File: config.mk
export PLATFORM = sky130hd
export DESIGN_NAME = vga_timing_pipe
export DESIGN_NICKNAME = d
export VERILOG_FILES = /design/src/rtl/vga_pkg.sv /design/src/rtl/vga_delay_line.sv /design/src/rtl/vga_timing_pipe.sv
export SDC_FILE = /design/constraint.sdc
export NUM_CORES = 1
export LEC_CHECK = 0
export ABC_CLOCK_PERIOD_IN_PS = 1700
export CORE_ASPECT_RATIO = 2
export CORE_MARGIN = 2
export CORE_UTILIZATION = 40
export DETAILED_ROUTE_END_ITERATION = 8
export HOLD_SLACK_MARGIN = 0.05
export PLACE_DENSITY = 0.84
export SLEW_MARGIN = 20
export SYNTH_ARGS = -nofsm -noshare
export SYNTH_HDL_FRONTEND = slang
export SYNTH_SLANG_ARGS = --single-unit
File: constraint.sdc
create_clock -name vgaclk -period 1.7 [get_ports vgaclk]
set_input_delay 0.34 -clock vgaclk [delete_from_list [all_inputs] [get_ports vgaclk]]
set_output_delay 0.34 -clock vgaclk [all_outputs]
set_load 0.1 [all_outputs]
File: src/rtl/vga_pkg.sv
// Shared 640x480@60 timing defaults and helpers for the VGA timing pipe.
package vga_pkg;

    localparam int H_ACTIVE_DEF = 640;
    localparam int H_FP_DEF     = 16;
    localparam int H_SYNC_DEF   = 96;
    localparam int H_BP_DEF     = 48;
    localparam int V_ACTIVE_DEF = 480;
    localparam int V_FP_DEF     = 10;
    localparam int V_SYNC_DEF   = 2;
    localparam int V_BP_DEF     = 33;

    function automatic int h_total(input int act, input int fp, input int sync, input int bp);
        return act + fp + sync + bp;
    endfunction

    function automatic int v_total(input int act, input int fp, input int sync, input int bp);
        return act + fp + sync + bp;
    endfunction

    // Right-aligned width-bit value repeated MSB-first to fill 4 bits.
    function automatic logic [3:0] expand4(input logic [3:0] value, input int width);
        logic [3:0] r;
        r = 4'h0;
        for (int i = 0; i < 4; i++) begin
            r[2'(3 - i)] = value[2'(width - 1 - (i % width))];
        end
        return r;
    endfunction

endpackage

File: src/rtl/vga_delay_line.sv
// Fixed-depth shift register, DEPTH cycles of latency (DEPTH=0 is a wire).
// Free-running, no backpressure; async reset loads RESET_VAL into every stage.
module vga_delay_line #(
    parameter int               WIDTH     = 3,
    parameter int               DEPTH     = 1,
    parameter logic [WIDTH-1:0] RESET_VAL = '0
) (
    input  logic             vgaclk,
    input  logic             rst_n,
    input  logic [WIDTH-1:0] d_i,
    output logic [WIDTH-1:0] q_o
);

    if (DEPTH == 0) begin : g_pass
        logic unused_clk_rst;
        assign unused_clk_rst = vgaclk ^ rst_n;
        assign q_o = d_i;
    end else begin : g_shift
        logic [WIDTH-1:0] stage_q [DEPTH];

        always_ff @(posedge vgaclk or negedge rst_n) begin
            if (!rst_n) begin
                for (int i = 0; i < DEPTH; i++) stage_q[i] <= RESET_VAL;
            end else begin
                stage_q[0] <= d_i;
                for (int i = 1; i < DEPTH; i++) stage_q[i] <= stage_q[i-1];
            end
        end

        assign q_o = stage_q[DEPTH-1];
    end

endmodule

File: src/rtl/vga_timing_pipe.sv
// VGA counters, sync/de decode and colour output stage; sync, de and colour reach
// the pins LAT+1 cycles after their hc_out/vc_out. Free-running, no backpressure.
module vga_timing_pipe
    import vga_pkg::*;
#(
    parameter int   H_ACTIVE = H_ACTIVE_DEF,
    parameter int   H_FP     = H_FP_DEF,
    parameter int   H_SYNC   = H_SYNC_DEF,
    parameter int   H_BP     = H_BP_DEF,
    parameter int   V_ACTIVE = V_ACTIVE_DEF,
    parameter int   V_FP     = V_FP_DEF,
    parameter int   V_SYNC   = V_SYNC_DEF,
    parameter int   V_BP     = V_BP_DEF,
    parameter logic HS_POL   = 1'b0,
    parameter logic VS_POL   = 1'b0,
    parameter int   RW       = 3,
    parameter int   GW       = 3,
    parameter int   BW       = 2,
    parameter int   LAT      = 1
) (
    input  logic          vgaclk,
    input  logic          rst_n,
    input  logic          blank_req,
    input  logic [RW-1:0] input_red,
    input  logic [GW-1:0] input_green,
    input  logic [BW-1:0] input_blue,
    output logic [9:0]    hc_out,
    output logic [9:0]    vc_out,
    output logic          line_start,
    output logic          frame_start,
    output logic          hsync,
    output logic          vsync,
    output logic          de,
    output logic [3:0]    red,
    output logic [3:0]    green,
    output logic [3:0]    blue
);

    localparam int H_TOTAL = h_total(H_ACTIVE, H_FP, H_SYNC, H_BP);
    localparam int V_TOTAL = v_total(V_ACTIVE, V_FP, V_SYNC, V_BP);

    localparam logic [9:0]  H_LAST  = 10'(H_TOTAL - 1);
    localparam logic [9:0]  V_LAST  = 10'(V_TOTAL - 1);
    localparam logic [10:0] H_ACT_N = 11'(H_ACTIVE);
    localparam logic [10:0] HS_BEG  = 11'(H_ACTIVE + H_FP);
    localparam logic [10:0] HS_END  = 11'(H_ACTIVE + H_FP + H_SYNC);
    localparam logic [10:0] V_ACT_N = 11'(V_ACTIVE);
    localparam logic [10:0] VS_BEG  = 11'(V_ACTIVE + V_FP);
    localparam logic [10:0] VS_END  = 11'(V_ACTIVE + V_FP + V_SYNC);

    if (RW < 1 || RW > 4 || GW < 1 || GW > 4 || BW < 1 || BW > 4) begin : g_bad_width
        $error("vga_timing_pipe: colour widths must be 1..4");
    end
    if (LAT < 0 || LAT > 4) begin : g_bad_lat
        $error("vga_timing_pipe: LAT must be 0..4");
    end
    if (H_TOTAL > 1024 || V_TOTAL > 1024) begin : g_bad_total
        $error("vga_timing_pipe: H_TOTAL and V_TOTAL must not exceed 1024");
    end

    logic [9:0] hc_q, hc_d, vc_q, vc_d;

    always_comb begin
        hc_d = hc_q + 10'd1;
        vc_d = vc_q;
        if (hc_q == H_LAST) begin
            hc_d = 10'd0;
            vc_d = (vc_q == V_LAST) ? 10'd0 : vc_q + 10'd1;
        end
    end

    always_ff @(posedge vgaclk or negedge rst_n) begin
        if (!rst_n) begin
            hc_q <= 10'd0;
            vc_q <= 10'd0;
        end else begin
            hc_q <= hc_d;
            vc_q <= vc_d;
        end
    end

    assign hc_out      = hc_q;
    assign vc_out      = vc_q;
    assign line_start  = (hc_q == 10'd0);
    assign frame_start = line_start && (vc_q == 10'd0);

    logic       h_act, v_act, hs_raw, vs_raw;
    logic [2:0] flg_raw, flg_dly;

    assign h_act   = {1'b0, hc_q} < H_ACT_N;
    assign v_act   = {1'b0, vc_q} < V_ACT_N;
    assign hs_raw  = ({1'b0, hc_q} >= HS_BEG) && ({1'b0, hc_q} < HS_END);
    assign vs_raw  = ({1'b0, vc_q} >= VS_BEG) && ({1'b0, vc_q} < VS_END);
    assign flg_raw = {h_act && v_act, hs_raw, vs_raw};

    // Flags wait LAT cycles so they meet the colour the graphics module returns.
    vga_delay_line #(
        .WIDTH     (3),
        .DEPTH     (LAT),
        .RESET_VAL (3'b000)
    ) u_flag_dly (
        .vgaclk (vgaclk),
        .rst_n  (rst_n),
        .d_i    (flg_raw),
        .q_o    (flg_dly)
    );

    logic       show;
    logic       de_q, hsync_q, vsync_q;
    logic [3:0] red_q, green_q, blue_q;

    assign show = flg_dly[2] && !blank_req;

    always_ff @(posedge vgaclk or negedge rst_n) begin
        if (!rst_n) begin
            de_q    <= 1'b0;
            hsync_q <= ~HS_POL;
            vsync_q <= ~VS_POL;
            red_q   <= 4'h0;
            green_q <= 4'h0;
            blue_q  <= 4'h0;
        end else begin
            de_q    <= flg_dly[2];
            hsync_q <= flg_dly[1] ? HS_POL : ~HS_POL;
            vsync_q <= flg_dly[0] ? VS_POL : ~VS_POL;
            red_q   <= show ? expand4(4'(input_red), RW)   : 4'h0;
            green_q <= show ? expand4(4'(input_green), GW) : 4'h0;
            blue_q  <= show ? expand4(4'(input_blue), BW)  : 4'h0;
        end
    end

    assign de    = de_q;
    assign hsync = hsync_q;
    assign vsync = vsync_q;
    assign red   = red_q;
    assign green = green_q;
    assign blue  = blue_q;

endmodule

==> flow_summary.json <==
{
  "place.gp.congestion": 0.880,
  "die_x_um": 46.8,
  "syn-cell-area_um2": 1470,
  "syn2layout_area_growth_pct": 81.5,
  "cts_tree": "built",
  "hold_buffers": 0,
  "dr.first_iter.drc_count": 35,
  "ir_drop_v": 0.000743,
  "cp.required_ps": 1360,
  "synth.distinct_cells": 38,
  "drtPass1Iterations": 4,
  "ctsLongestPathBuffers": 2,
  "synth_top_area_cell": "dfrtp_1",
  "ant_nets": 0,
  "overflow": 0,
  "dp_hpwl_um": 2810,
  "clock_latency_ps": 290,
  "violations": "negative setup slack",
  "power_density_nw_per_um2": 603,
  "power_mw": 1.60,
  "sequentialPowerShare": 0.450,
  "grt_setup_unrepaired": "true",
  "grtUsageTotal": 0.225,
  "fin_nets": 226,
  "coreArea_um2": 3570,
  "syn_inst": 140,
  "cap_viol_max_count": 0,
  "cts.clk_slew.worst_paths_ps": 60,
  "yosysSeqAreaShare": 0.514,
  "grt_pass1_vias": 1367,
  "n_antenna_cell": 0,
  "finalSetupViolations": 6,
  "crit_type": "reg -> out",
  "max_freq_mhz": 479,
  "cts-root-buf": "clkbuf_8",
  "slew_violations": 0,
  "synth-async-reset-ratio": 1.00,
  "cp_max_fo": 2,
  "n_fill_cell": 234,
  "cts_buffers": 5,
  "num_io_pins": 48,
  "grt_max_degree": 31,
  "synth_ff_type": "dfrtp_1",
  "h-tree-depth": 2,
  "clkPwrFrac": 0.446,
  "synth_edf_count": 0,
  "final_cell_mix": "29 x buf_4, 29 x buf_12, 13 x dfrtp_2",
  "arrival_ps": 1750,
  "wire_per_inst_um": 16.1,
  "die_area_um2": 4200,
  "antenna_found_initial": 0,
  "finalWorstSetupSlack_ps": -386,
  "swShare": 0.262,
  "min_path_type": "reg -> reg",
  "drive_gt1_frac": 0.552,
  "tns_ps": -808,
  "utilization": 0.746,
  "clkSinkCount": 30,
  "drt_wl_total_um": 4190,
  "vias_per_cell": 5.15,
  "start_util": 0.411,
  "fp-row-count": 31,
  "die_h_um": 89.6,
  "hold_viol": 0,
  "fin_skew_ps": 2.16,
  "drc": 0,
  "internal_power_mw": 1.18,
  "start_kind": "flip-flop",
  "vias": 1343,
  "grt_pass1_wl_um": 6590,
  "p_switching_mw": 0.421,
  "finalCritPeriodShare": 1.23,
  "yosysWarnings": 0,
  "crit_path_end_kind": "primary output",
  "io_buffer_count": 35,
  "avgSynthCellArea_um2": 10.5,
  "ys_ff_latch": 30,
  "synth_top_area_frac": 0.478,
  "p_leak_nw": 1.14,
  "status": "finished, violations left",
  "combPwrFrac": 0.104,
  "finalCriticalPeriod_ps": 2090,
  "synthTopCellsByArea": "dfrtp_1 48%, buf_4 4.6%, xnor2_1 4.2%, dfstp_2 3.6%, ha_1 3.4%"
}
-- critical path, stage by stage, from the launching register on --
cell and delay, ps:
dfrtp_4 490, nor4_4 270, and4b_4 270, and4_4 240, buf_12 170
-- cells by family after synthesis --
| kind of cell | after synthesis | share of synthesized area |
|---|---|---|
| AO/OA/AOI/OAI | 18 | 0.0751 |
| XOR/XNOR | 10 | 0.0597 |
| adder cells (fa/ha/maj) | 4 | 0.0341 |
| buffers and inverters | 20 | 0.0802 |
| flip-flops | 30 | 0.514 |
| multiplexers | 1 | 0.00768 |
| other | 1 | 0.00256 |
| AND/OR/NAND/NOR | 56 | 0.227 |
-- through the flow --
stage / cell area, um^2 / worst slack (ps) / cells / hold slack [ps]
global placement: 2430 / -82.2 / 248 / 340
finish: 2660 / -386 / 261 / 357
detailed placement: 2430 / -87.7 / 248 / 355
CTS: 2590 / -401 / 259 / 365
global route: 2660 / -443 / 261 / 374
floorplan: 1610 / -539 / 147 / 44.4
-- sequential cells by signal (all words and copies together) (netlist names) --
signal / count
vc_out: 10
blue: 2
vsync: 1
u_flag_dly.q_o: 3
hc_out: 10
red: 1
de: 1
hsync: 1
green: 1
-- power by group through the flow --
| stage | Sequential, mW | Combinational, mW | Clock, mW |
|---|---|---|---|
| detailed placement | 0.736 | 0.168 | 0 |
| global route | 0.722 | 0.175 | 0.766 |
| CTS | 0.723 | 0.169 | 0.724 |
| finish | 0.723 | 0.167 | 0.715 |
| global placement | 0.736 | 0.167 | 0 |
| floorplan | 0.770 | 0.0948 | 0 |
-- worst paths after layout --
| check | to | slack (ps) | depth (start not counted) | start |
|---|---|---|---|---|
| setup reg to reg | vc_out[7] | -90 | 5 | hc_out[7] |
| setup / recovery | frame_start | -390 | 4 | hc_out[4] |
| hold reg to reg | hsync | 360 | 1 | u_flag_dly.q_o[1] |
| hold / removal | hsync | 360 | 1 | u_flag_dly.q_o[1] |
| min in group asynchronous | green[1] | 430 | 2 | rst_n |
| max in group asynchronous | hsync | 950 | 2 | rst_n |
-- metal layers --
| layer | track usage | wire (um) | share of wire |
|---|---|---|---|
| met1 | 0.249 | 1440 | 0.34 |
| met2 | 0.377 | 2390 | 0.57 |
| met3 | 0.0620 | 166 | 0.040 |
| met4 | 0.116 | 192 | 0.046 |
| met5 | 0 | 0 | 0 |
-- layout make-up --
class / count / area, um^2 / area share
repair buffers: 68 / 903 / 0.339
flip-flops and latches: 30 / 796 / 0.299
multi-input cells: 97 / 758 / 0.285
clock buffers: 5 / 68.8 / 0.0259
well taps: 49 / 61.3 / 0.0230
clock inverters: 3 / 40.0 / 0.0150
inverters: 9 / 33.8 / 0.0127
-- synth_stat cells, types with 4 or more instances --
cell / instances
buf_4: 9
o21ai_0: 8
nand4_1: 7
nor2_1: 7
nor3_1: 5
nand3_1: 9
ha_1: 4
and3_1: 4
xnor2_1: 7
inv_1: 9
nand2_1: 7
and2_1: 5
dfrtp_1: 28
-- repair_timing --
action | CTS | global route
hold endpoints to repair | 0 | 0
setup endpoints to repair | 10 | 12
pin swaps | 7 | 11
buffers inserted | 5 | 6
resized for setup | 5 | 15
Power figures use the tool's default switching activity.
==> patch, RTL diff (same settings) <==
The output `blue` loses its register stage (`blue_q` becomes a continuous assignment).
--- a/src/rtl/vga_timing_pipe.sv
+++ b/src/rtl/vga_timing_pipe.sv
@@ -120,3 +120,2 @@
             green_q <= 4'h0;
-            blue_q  <= 4'h0;
         end else begin
@@ -127,5 +126,6 @@
             green_q <= show ? expand4(4'(input_green), GW) : 4'h0;
-            blue_q  <= show ? expand4(4'(input_blue), BW)  : 4'h0;
         end
     end
+
+    assign blue_q = show ? expand4(4'(input_blue), BW)  : 4'h0;
 
Check against the original RTL: not equivalent (Yosys sat finds a counterexample within 4 cycles, from zero or initial values and one cycle with rst_n low).
==> patch against the original RTL <==
The run still ends with negative setup slack left; sequential cell count is 2 lower; sequential power is 7.3% lower; cell count is 0.77% lower; clock power is 40% lower; utilization is 1.4 points lower; critical path depth is 3 higher; wire length is 1.9% higher; setup slack worse by 260 ps; design area is 1.8% lower; total power is 21% lower; area after synthesis stayed put; register-to-register slack worse by 30 ps; global-route usage is 1.3 points lower; sequential share of layout area is 1.6 points lower; critical endpoint unchanged; largest cell class unchanged; largest power group unchanged.
==> patch: results (changes against the original RTL) <==
.. list-table::
   :header-rows: 1

   * - Metric
     - Value
   * - Count of different cell masters after synthesis
     - 41 (was 38)
   * - Count of non-filler cells in the finished layout
     - 259 (was 261)
   * - Number of global-route vias before repair
     - 1,399 (was 1,367)
   * - Iteration-0 DRC Markers
     - 36 (was 35)
   * - Worst clock skew
     - 2.08 ps (was 2.16 ps)
   * - Level count of the clock H-tree
     - 1 (was 2)
   * - Status
     - finished with violations (unchanged)
   * - Fraction of the yosys area taken by sequential cells
     - 48.0% (was 51.4%)
   * - Top cell family by delay on the critical path
     - simple AND/OR/NAND/NOR gates (unchanged)
   * - Dpl cells
     - 250 (was 248)
   * - HPWL Detailed
     - 2.91 mm (was 2.81 mm)
   * - GR Util All Layers
     - 21.2% (was 22.5%)
   * - TritonCTS Buffers
     - 3 (was 5)
   * - Switching power summed over all nets
     - 0.355 mW (was 0.421 mW)
   * - Final WS setup
     - -644 ps (was -386 ps)
   * - Arrival time at the worst endpoint
     - 2000 ps (was 1750 ps)
   * - Count of final setup violators
     - 8 (was 6)
   * - Vias/cell
     - 5.31 (was 5.15)
   * - Type of the worst min-delay path
     - flip-flop to flip-flop (unchanged)
   * - Number of cells produced by synthesis
     - 145 (was 140)
   * - Maximum number of pins on one net before global-route repair
     - 29 (was 31)
   * - Leading post-synthesis cells by cell area
     - sky130_fd_sc_hd__dfrtp_1, sky130_fd_sc_hd__buf_4, sky130_fd_sc_hd__dfstp_2 (was sky130_fd_sc_hd__dfrtp_1, sky130_fd_sc_hd__buf_4, sky130_fd_sc_hd__xnor2_1)
   * - Startpoint of the lowest-slack register-to-register path
     - hc_out[0] (was hc_out[7])
   * - Total wire length
     - 4.27 mm (was 4.19 mm)
   * - Leak
     - 1.15 nW (was 1.14 nW)
   * - Ranking of synthesized cells by instance count
     - sky130_fd_sc_hd__dfrtp_1, sky130_fd_sc_hd__nand2_1, sky130_fd_sc_hd__nor2_1, sky130_fd_sc_hd__inv_1, sky130_fd_sc_hd__buf_4 (was sky130_fd_sc_hd__dfrtp_1, sky130_fd_sc_hd__buf_4, sky130_fd_sc_hd__inv_1, sky130_fd_sc_hd__nand3_1, sky130_fd_sc_hd__o21ai_0)
   * - Last weighted congestion value of the routability-driven placer
     - 0.801 (was 0.880)
   * - Global-route wire length before repair
     - 6.42 mm (was 6.59 mm)
   * - Worst-path clk slew
     - 90 ps (was 60 ps)
   * - Violations in the final reports
     - negative setup slack (unchanged)
   * - Slowest cell on the critical path
     - sky130_fd_sc_hd__dfrtp_4 (unchanged)
   * - Fraction of layout instances using a drive strength above 1
     - 55.2% (about the same)
   * - VDD IR-drop max
     - 0.711 mV (was 0.743 mV)
[patch: changes by cell type in the layout (fill, tap and decap cells not counted), sizes merged, moves of 3 or more]
cell | before | now
nand2 | 7 | 11
nor2 | 7 | 11
xnor2 | 7 | 3
buf | 62 | 59
nand4 | 7 | 4
nor2b | 1 | 4
o21ai | 8 | 5
[patch: area by class of cell]
type                    count  area (µm²)
multi-input cells         103         837
well taps                  49        61.3
inverters                  10        40.0
repair buffers             65         881
fillers                   239         956
flip-flops and latches     28         738
clock buffers               4        55.1
[patch: path summary, 6_finish.rpt]
check	slack (ps)	to	cells past startpoint
max	-640	frame_start	7
min	360	hsync	1
max reg2reg	-120	vc_out[3]	7
min reg2reg	360	hsync	1
max in group asynchronous	980	vsync	2
min in group asynchronous	420	hc_out[2]	2
[patch: routing by layer]
metal | track usage [%] | wire (µm) | vias up
met5 | 0 | 0 | -
met3 | 1.60 | 187 | 15
li1 | - | - | 619
met1 | 24.1 | 1480 | 680
met4 | 13.4 | 216 | 0
met2 | 36.2 | 2390 | 61
[patch: what timing repair did]
item / 4_1_cts / 5_1_grt
pin swaps: 1 / 4
buffers inserted: 2 / 5
setup endpoints to repair: 8 / 12
gates resized for setup: 9 / 28
[patch: cells by family (layout without fill, tap and decap cells)]
group / after synthesis / in the layout / share of synthesized area [%]
adder cells (fa/ha/maj): 4 / 4 / 3.41
XOR/XNOR: 8 / 8 / 4.78
flip-flops: 28 / 28 / 48.0
AND/OR/NAND/NOR: 63 / 63 / 26.7
multiplexers: 1 / 1 / 0.683
other: 1 / 8 / 0.256
buffers and inverters: 21 / 79 / 7.76
AO/OA/AOI/OAI: 19 / 19 / 8.45
[patch: stage by stage]
stage	setup WS [ps]	utilization [%]	setup TNS, ps	cell area (µm²)
finish	-644	73.2	-1410	2610
global route	-733	73.2	-1990	2610
CTS	-621	69.5	-1140	2480
detailed placement	-304	66.3	-569	2370
global placement	-277	66.3	-472	2370
floorplan	-1430	-	-2440	1560
[patch: power groups by stage]
stage / Combinational [mW] / Clock [mW] / Sequential [mW]
after detailed placement: 0.168 / 0 / 0.683
after global placement: 0.167 / 0 / 0.683
after CTS: 0.169 / 0.428 / 0.670
final: 0.168 / 0.428 / 0.670
after floorplan: 0.113 / 0 / 0.700
after global routing: 0.174 / 0.457 / 0.670
[patch: worst register-to-register path, delay by kind of cell (launching register included)]
family                     cells  cell delay (ps)
adders and majority gates      1              160
and+or+nand+nor                3              520
AOI/OAI and AO/OA              1              260
DFF                            1              500
buffers and inverters          2              260
